===== src/rtl/store_buffer.sv =====
// store_buffer: circular store buffer between a pipelined core and a
// slower memory bus. Stores are queued in acceptance order and drained
// from the head with first-word fall-through on the bus_* interface.
// Optional feature: define STORE_BUF_COALESCE_EN to merge a store into
// the youngest entry when it targets the same address.
module store_buffer #(
    parameter int DEPTH = 4,
    parameter int AW    = 32,
    parameter int DW    = 32
) (
    input  logic                       clk,
    input  logic                       reset,
    input  logic                       mem_write,
    input  logic [AW-1:0]              data_adr,
    input  logic [DW-1:0]              write_data,
    output logic                       full,
    output logic                       empty,
    output logic [$clog2(DEPTH+1)-1:0] count,
    output logic                       bus_valid,
    output logic [AW-1:0]              bus_addr,
    output logic [DW-1:0]              bus_data,
    input  logic                       bus_ready,
    output logic                       overflow
);

    localparam int PW = $clog2(DEPTH);
    localparam int CW = $clog2(DEPTH+1);

    logic [PW-1:0]             head_q, head_d;
    logic [PW-1:0]             tail_q, tail_d;
    logic [CW-1:0]             count_q, count_d;
    logic                      overflow_q, overflow_d;
    logic [DEPTH-1:0][AW-1:0]  addr_mem_q, addr_mem_d;
    logic [DEPTH-1:0][DW-1:0]  data_mem_q, data_mem_d;

    logic push;
    logic pop;
    logic drop;

    // Status flags come straight from registered state so the stall path
    // into the core never sees a combinational loop through our inputs.
    assign full      = (count_q == CW'(DEPTH));
    assign empty     = (count_q == '0);
    assign count     = count_q;
    assign bus_valid = !empty;
    assign overflow  = overflow_q;

    // Head entry is shown directly from storage; zero while nothing is queued.
    assign bus_addr = bus_valid ? addr_mem_q[head_q] : '0;
    assign bus_data = bus_valid ? data_mem_q[head_q] : '0;

    assign pop = bus_valid && bus_ready;

`ifdef STORE_BUF_COALESCE_EN
    logic [PW-1:0] youngest;
    logic          coalesce;

    assign youngest = tail_q - PW'(1);

    // Merge into the youngest entry on an address match, unless that entry
    // is the single head entry leaving this very cycle.
    assign coalesce = mem_write && !empty
                      && (addr_mem_q[youngest] == data_adr)
                      && !(pop && (count_q == CW'(1)));
    assign push     = mem_write && !full && !coalesce;
    assign drop     = mem_write && full && !coalesce;
`else
    assign push = mem_write && !full;
    assign drop = mem_write && full;
`endif

    // Next-state computation for pointers, occupancy, storage and sticky overflow.
    always_comb begin
        head_d     = head_q;
        tail_d     = tail_q;
        count_d    = count_q;
        overflow_d = overflow_q;
        addr_mem_d = addr_mem_q;
        data_mem_d = data_mem_q;

        if (push) begin
            addr_mem_d[tail_q] = data_adr;
            data_mem_d[tail_q] = write_data;
            tail_d             = tail_q + PW'(1);
        end

`ifdef STORE_BUF_COALESCE_EN
        if (coalesce) begin
            data_mem_d[youngest] = write_data;
        end
`endif

        if (pop) begin
            head_d = head_q + PW'(1);
        end

        case ({push, pop})
            2'b10:   count_d = count_q + CW'(1);
            2'b01:   count_d = count_q - CW'(1);
            default: count_d = count_q;
        endcase

        if (drop) begin
            overflow_d = 1'b1;
        end
    end

    // State registers; reset discards every queued entry and clears overflow.
    always_ff @(posedge clk) begin
        if (reset) begin
            head_q     <= '0;
            tail_q     <= '0;
            count_q    <= '0;
            overflow_q <= 1'b0;
            addr_mem_q <= '0;
            data_mem_q <= '0;
        end else begin
            head_q     <= head_d;
            tail_q     <= tail_d;
            count_q    <= count_d;
            overflow_q <= overflow_d;
            addr_mem_q <= addr_mem_d;
            data_mem_q <= data_mem_d;
        end
    end

endmodule


===== config.mk =====
export PLATFORM = sky130hd
export DESIGN_NAME = store_buffer
export DESIGN_NICKNAME = d
export VERILOG_FILES = /design/src/rtl/store_buffer.sv
export SDC_FILE = /design/constraint.sdc
export NUM_CORES = 1
export LEC_CHECK = 0
export CORE_UTILIZATION = 50
export CTS_BUF_LIST = sky130_fd_sc_hd__clkbuf_16
export DETAILED_ROUTE_END_ITERATION = 12
export GPL_TIMING_DRIVEN = 0
export MAX_ROUTING_LAYER = met4
export PLACE_DENSITY = 0.72
export SLEW_MARGIN = 20
export SYNTH_ARGS = -nofsm -noshare
export SYNTH_HDL_FRONTEND = slang
export SYNTH_SLANG_ARGS = --single-unit

===== constraint.sdc =====
create_clock -name clk -period 5.55 [get_ports clk]
set_input_delay 1.11 -clock clk [delete_from_list [all_inputs] [get_ports clk]]
set_output_delay 1.11 -clock clk [all_outputs]
set_load 0.01 [all_outputs]

==> qor.csv, run 1 <==
stage;metric;value;unit
yosys;top-count cell post-synth;nand2b_1;
critical_path;required arrival time at the worst endpoint;4.44;ns
critical_path;crit-path max FO;10;
route;DR WL/cell;19.3;µm
route;Routed Antenna Nets;0;
global_route;number of global-route vias before repair;8670;
placement;port bufs;137;
clock_network;clk root buf;clkbuf_16;
finish;non-filler cells, final;1624;
global_route;Total GRT Usage;0.250;
finish;share of cells above drive strength 1;0.118;
yosys;Adder-Cell Fraction of Synth Area;0.00648;
yosys;Mapped Nets;1180;
worst_hold_path;worst hold path type;reg -> reg;
power_and_ir_drop;P_leak;6.66;nW
finish;total inserted antenna cells;0;
sta;Slew @ Worst Pin;0.804;ns
sta;Setup WS post-layout;1.27;ns
yosys;#FFs+latches synth;264;
outcome;outcome;completed;
route;Via density;5.26;
sta;Fin Clk Skew;0.00646;ns
yosys;Post-Syn Area;12700;µm²
power_and_ir_drop;PwrDens;352;nW/µm²
yosys;Post-Syn Instances;1106;
clock_network;Skew-Pair Late Insertion Delay;0.53;ns
finish;Final nets;1347;
floorplanning;std cell rows;58;
floorplanning;Die Ht;162;µm
yosys;post-synthesis xor/xnor area fraction;0.00137;
floorplanning;Boundary Pins;139;
clock_network;CTS sink count;264;
critical_path;critical path arrival;3.17;ns
placement;placement-stage worst setup slack;1.82;ns
sta;Final period util;0.771;
route;Routed WL;31.3;mm
route;vias;8540;
sta;endpoints failing setup;0;
yosys;register area share after synthesis;0.415;
global_route;first-pass GRT wire length;49.1;mm
yosys;largest family of logic cells by synthesized area;multiplexers;
yosys;top post-synthesis cells by area;dfxtp_1 41%, mux2i_1 20%, nand2b_1 16%;
sta;Final Critical Period;4.28;ns
route;drt pass-1 iters;4;
floorplanning;core area;25100;µm²
critical_path;Critical Path Sink Type;primary output;
critical_path;Crit Path Class;reg -> out;
sta;Final Hold Slack;0.468;ns
yosys;multiplexer share of the synthesized area;0.314;
sta;RSZ-0062 raised after global routing;false;
yosys;cell accounting for the most synthesized area;dfxtp_1;
yosys;Synth top area share;0.415;
placement;Final HPWL DP;21.4;mm
yosys;Yosys cell types;27;
yosys;syn_area_per_cell;11.5;µm²
clock_network;post-CTS sizing;0;
global_route;total gr overflow;0;
global_route;initial antenna violation count;0;
yosys;Compound-Gate Fraction of Synth Area;0.00471;
yosys;post-synthesis simple-gate area fraction;0.200;
clock_network;Post-CTS Setup Inserts;0;
yosys;number of synthesized flops with an enable pin;0;
clock_network;clock buffer count from CTS;28;
yosys;Synth top cells by count;321 x nand2b_1, 264 x dfxtp_1, 256 x mux2i_1;
route;# DRC;0;
job;Max-Cap Viols;0;
clock_network;htree depth;1;
yosys;Post-synth ARST share;0;
clock_network;CTS max path bufs;3;
global_route;largest net degree at the start of global routing;14;
sta;Slew HR;0.464;
clock_network;TritonCTS clock tree;built;
yosys;Synth warnings;0;
sta;setup TNS;0;ns
sta;Slew Limit Fails;0;
floorplanning;Die Wd;162;µm
placement;placed instance count;1573;
placement;GPL Wtd Cong;0.802;
power_and_ir_drop;peak supply drop;0.240;mV
sta;Fmax;0.234;GHz
clock_network;cts hold-fix bufs;0;
floorplanning;Die Footprint;26100;µm²
route;DR iter-0 viols;429;
sta;endpoints failing hold;0;
critical_path;Worst setup SP type;register;
finish;area delta synth->final;20.8;%
floorplanning;starting density of the core;0.508;
clock_network;Reg clk slew, reported paths;0.06;ns
yosys;main flop type after synthesis;dfxtp_1;
## worst max-delay path, stage by stage (launching register included)
cell,delay [ns]
dfxtp_1,0.40
or3_1,0.29
clkbuf_1,0.65
clkbuf_1,0.46
and2_1,0.27
clkdlybuf4s50_1,0.56
## final cells by class
cell class | count | area [µm²]
inverter | 7 | 26.3
tap | 330 | 413
clock inverter | 22 | 145
sequential | 264 | 5290
clock buffer | 29 | 726
timing repair buffer | 137 | 1370
buffer | 89 | 716
multi-input combinational | 746 | 6720
fill | 2092 | 9710
## kinds of logic (layout without fill, tap and decap cells)
logic type	Yosys count	count (layout)
simple gates	407	407
mux	320	320
flops	264	264
buf+inv	96	284
compound gates	11	11
fa+ha+maj	6	6
xor+xnor	2	2
## routing by layer
| metal | GRT usage | vias to the layer above | wire length (µm) |
|---|---|---|---|
| li1 | - | 4108 | - |
| met2 | 0.413 | 178 | 15200 |
| met3 | 0.0248 | 40 | 1170 |
| met4 | 0.0553 | 0 | 558 |
| met5 | - | - | 0 |
| met1 | 0.331 | 4214 | 14400 |
## report_power, final
part	switching, W	internal, W	leakage (nW)
combinational	0.000777	0.000750	4.06
clock	0.000758	0.00103	0.462
sequential	0.0000745	0.00203	2.14
total	0.00161	0.00381	6.66
## sequential cells by signal, summed over array words and instances, names as in the netlist
signal,count
addr_mem_q,128
count,3
data_mem_q,128
head_q,2
overflow,1
tail_q,2
## metrics by stage
step	instance area (µm²)	utilization	total power, W
after floorplan	12700	-	0.00309
after global placement	14500	0.579	0.00367
after detailed placement	14500	0.579	0.00368
after CTS	15400	0.613	0.00547
after global routing	15400	0.613	0.00566
final	15400	0.613	0.00542
## cell usage in the layout, fill, tap and decap left out, types with 2 or more instances in the layout
cell type,n
nand2b_1,321
dfxtp_1,264
mux2i_1,256
clkdlybuf4s50_1,137
and2_1,65
mux4_2,64
clkbuf_1,44
clkbuf_16,29
buf_12,17
inv_1,14
buf_2,12
buf_6,8
clkinv_2,8
a21oi_1,6
nor2_1,5
buf_4,5
ha_1,5
clkinv_1,5
nand3_2,4
nand3_1,3
o21ai_0,3
or3_1,3
and3_4,2
a21o_1,2
xor2_1,2
nand2_1,2
buf_1,2
bufinv_16,2
## final timing paths
kind,start,endpoint,slack (ns),cells after the start
hold reg to reg,addr_mem_q[34],addr_mem_q[34],0.47,2
hold / removal,addr_mem_q[34],addr_mem_q[34],0.47,2
setup reg to reg,count[2],count[2],3.24,9
setup / recovery,count[0],bus_addr[25],1.27,5
Note: power is estimated with default switching activity, not from simulation.
==> inputs of run 2 (changes only) <==
==> constraint.sdc (replaced) <==
create_clock -name clk -period 4.05 [get_ports clk]
set_input_delay 0.81 -clock clk [delete_from_list [all_inputs] [get_ports clk]]
set_output_delay 0.81 -clock clk [all_outputs]
set_load 0.01 [all_outputs]
==> qor.csv, run 2 (synthesis results as in run 1) <==
stage;metric;value;unit;change
route;Via density;5.26;;about the same
sta;Final Hold Slack;0.468;ns;unchanged
clock_network;Post-CTS Setup Inserts;0;;unchanged
placement;dpl cell area;14500;µm²;unchanged
power_and_ir_drop;Psw;0.00221;W;+37%
global_route;Total GRT Usage;0.250;;unchanged
clock_network;TritonCTS clock tree;built;;
route;Routed WL;31.3;mm;about the same
finish;post-route cell area;15400;µm²;about the same
critical_path;required arrival time at the worst endpoint;3.24;ns;-1.20 ns
critical_path;critical-path cell list;or3_1, clkbuf_2, clkbuf_1, and2_1, clkdlybuf4s50_1;;
sta;Final Critical Period;3.71;ns;
power_and_ir_drop;Sw Share;0.297;;about the same
sta;Slew @ Worst Pin;0.755;ns;-0.0493 ns
clock_network;htree depth;1;;unchanged
critical_path;crit-path max FO;10;;unchanged
critical_path;internal reg-to-reg setup slack;1.74;ns;-1.50 ns
sta;Final period util;0.916;;
critical_path;max incr delay on CP;0.56;ns;-0.09 ns
floorplanning;core area;25100;µm²;unchanged
sta;Setup WS post-layout;0.340;ns;-0.930 ns
finish;FILL cells;2093;;+0.048%
clock_network;cts hold-fix bufs;0;;unchanged
route;drt pass-1 iters;4;;unchanged
power_and_ir_drop;Flop pwr share;0.388;;about the same
critical_path;CP max stage cell;clkdlybuf4s50_1;;
sta;Fmax;0.270;GHz;
critical_path;critical path arrival;2.90;ns;-0.27 ns
finish;Final nets;1347;;unchanged
finish;most common cell after layout, fill and taps aside;nand2b_1;;
route;DR iter-0 viols;429;;unchanged
sta;Slew HR;0.497;;+0.0329
route;DR WL/cell;19.3;µm;about the same
critical_path;Critical Path Sink Type;primary output;;
outcome;outcome;completed;;
finish;most frequent cells in the layout;321 x nand2b_1, 264 x dfxtp_1, 256 x mux2i_1, 137 x clkdlybuf4s50_1, 65 x and2_1;;
sta;Slew Limit Fails;0;;unchanged
clock_network;clk root buf;clkbuf_16;;
global_route;first-pass GRT wire length;49.1;mm;unchanged
placement;placement-stage worst setup slack;0.624;ns;-1.20 ns
critical_path;Worst R2R Path Depth;9;;unchanged
floorplanning;Boundary Pins;139;;unchanged
sta;endpoints failing hold;0;;unchanged
route;# DRC;0;;unchanged
clock_network;Skew-Pair Late Insertion Delay;0.53;ns;about the same
global_route;met2 Usage GRT;0.413;;unchanged
floorplanning;Die Ht;162;µm;unchanged
placement;port bufs;137;;unchanged
global_route;largest net degree at the start of global routing;14;;unchanged
worst_hold_path;Worst Hold Depth;2;;unchanged
placement;Final HPWL DP;21.4;mm;unchanged
global_route;met1 Use GR;0.331;;unchanged
finish;share of cells above drive strength 1;0.119;;+0.000773
sta;Fin Clk Skew;0.00670;ns;+0.000239 ns
global_route;gr busiest metal;met2;;
floorplanning;Die Wd;162;µm;unchanged
clock_network;Reg clk slew, reported paths;0.06;ns;about the same
power_and_ir_drop;peak supply drop;0.329;mV;+37%
global_route;total gr overflow;0;;unchanged
power_and_ir_drop;Comb pwr share;0.282;;about the same
power_and_ir_drop;internal power;0.00523;W;+37%
finish;total inserted antenna cells;0;;unchanged
clock_network;CTS max path bufs;3;;unchanged
power_and_ir_drop;PwrDens;483;nW/µm²;+37%
route;vias;8543;;+0.035%
critical_path;Crit Path Class;reg -> out;;
global_route;initial antenna violation count;0;;unchanged
sta;RSZ-0062 raised after global routing;false;;
sta;endpoints failing setup;0;;unchanged
critical_path;Worst setup SP type;register;;
global_route;number of global-route vias before repair;8670;;unchanged
sta;setup TNS;0;ns;unchanged
clock_network;clock buffer count from CTS;28;;unchanged
worst_hold_path;worst hold path type;reg -> reg;;
global_route;met3 Track Usage GR;0.0248;;unchanged
clock_network;CTS sink count;264;;unchanged
floorplanning;Die Footprint;26100;µm²;unchanged
placement;GPL Wtd Cong;0.802;;unchanged
job;Max-Cap Viols;0;;unchanged
power_and_ir_drop;P_leak;6.67;nW;about the same
floorplanning;starting density of the core;0.508;;unchanged
route;Routed Antenna Nets;0;;unchanged
power_and_ir_drop;Clock power frac;0.330;;about the same
floorplanning;std cell rows;58;;unchanged
finish;area delta synth->final;20.8;%;about the same
[run 2: metrics by stage]
step                      utilization  power, W  cells
after floorplan                     -   0.00423   1106
after global placement          0.579   0.00503   1573
after detailed placement        0.579   0.00505   1573
after CTS                       0.613   0.00749   1624
after global routing            0.613   0.00775   1624
final                           0.613   0.00743   1624
[run 2: final timing paths]
check,start,endpoint
min,addr_mem_q[34],addr_mem_q[34]
min reg2reg,addr_mem_q[34],addr_mem_q[34]
max reg2reg,count[2],count[2]
max,count[0],bus_addr[25]
[run 2: critical path, delay by kind of cell (launching register included)]
family	cells	cell delay [ns]
simple gates	2	0.57
flops	1	0.40
buf+inv	3	1.39
[run 2: power by group through the flow]
| stage | registers, W | clock network (W) | logic (W) |
|---|---|---|---|
| 6_report | 0.00289 | 0.00245 | 0.00209 |
| 5_1_grt | 0.00291 | 0.00261 | 0.00224 |
| 4_1_cts | 0.00288 | 0.00248 | 0.00212 |
| 3_5_place_dp | 0.00294 | 0 | 0.00211 |
| 3_3_place_gp | 0.00293 | 0 | 0.00209 |
| 2_1_floorplan | 0.00292 | 0 | 0.00131 |
[run 2: area by class of cell]
| class | instances | area [µm²] | share of cell area |
|---|---|---|---|
| tap | 330 | 413 | 0.0268 |
| clock buffer | 29 | 726 | 0.0471 |
| inverter | 7 | 26.3 | 0.00171 |
| clock inverter | 22 | 145 | 0.00942 |
| timing repair buffer | 137 | 1370 | 0.0890 |
| multi-input combinational | 746 | 6720 | 0.436 |
| sequential | 264 | 5290 | 0.343 |
| buffer | 89 | 717 | 0.0465 |
[run 2: routing by layer]
layer,vias up,share of wire
met4,0,0.018
met2,179,0.49
li1,4108,-
met1,4216,0.46
met5,-,0
met3,40,0.037
[run 2: timing repair]
action / 4_1_cts / 5_1_grt
gates resized for setup: 0 / 2
hold endpoints to repair: 0 / 0
endpoints found under the setup margin: 0 / 10
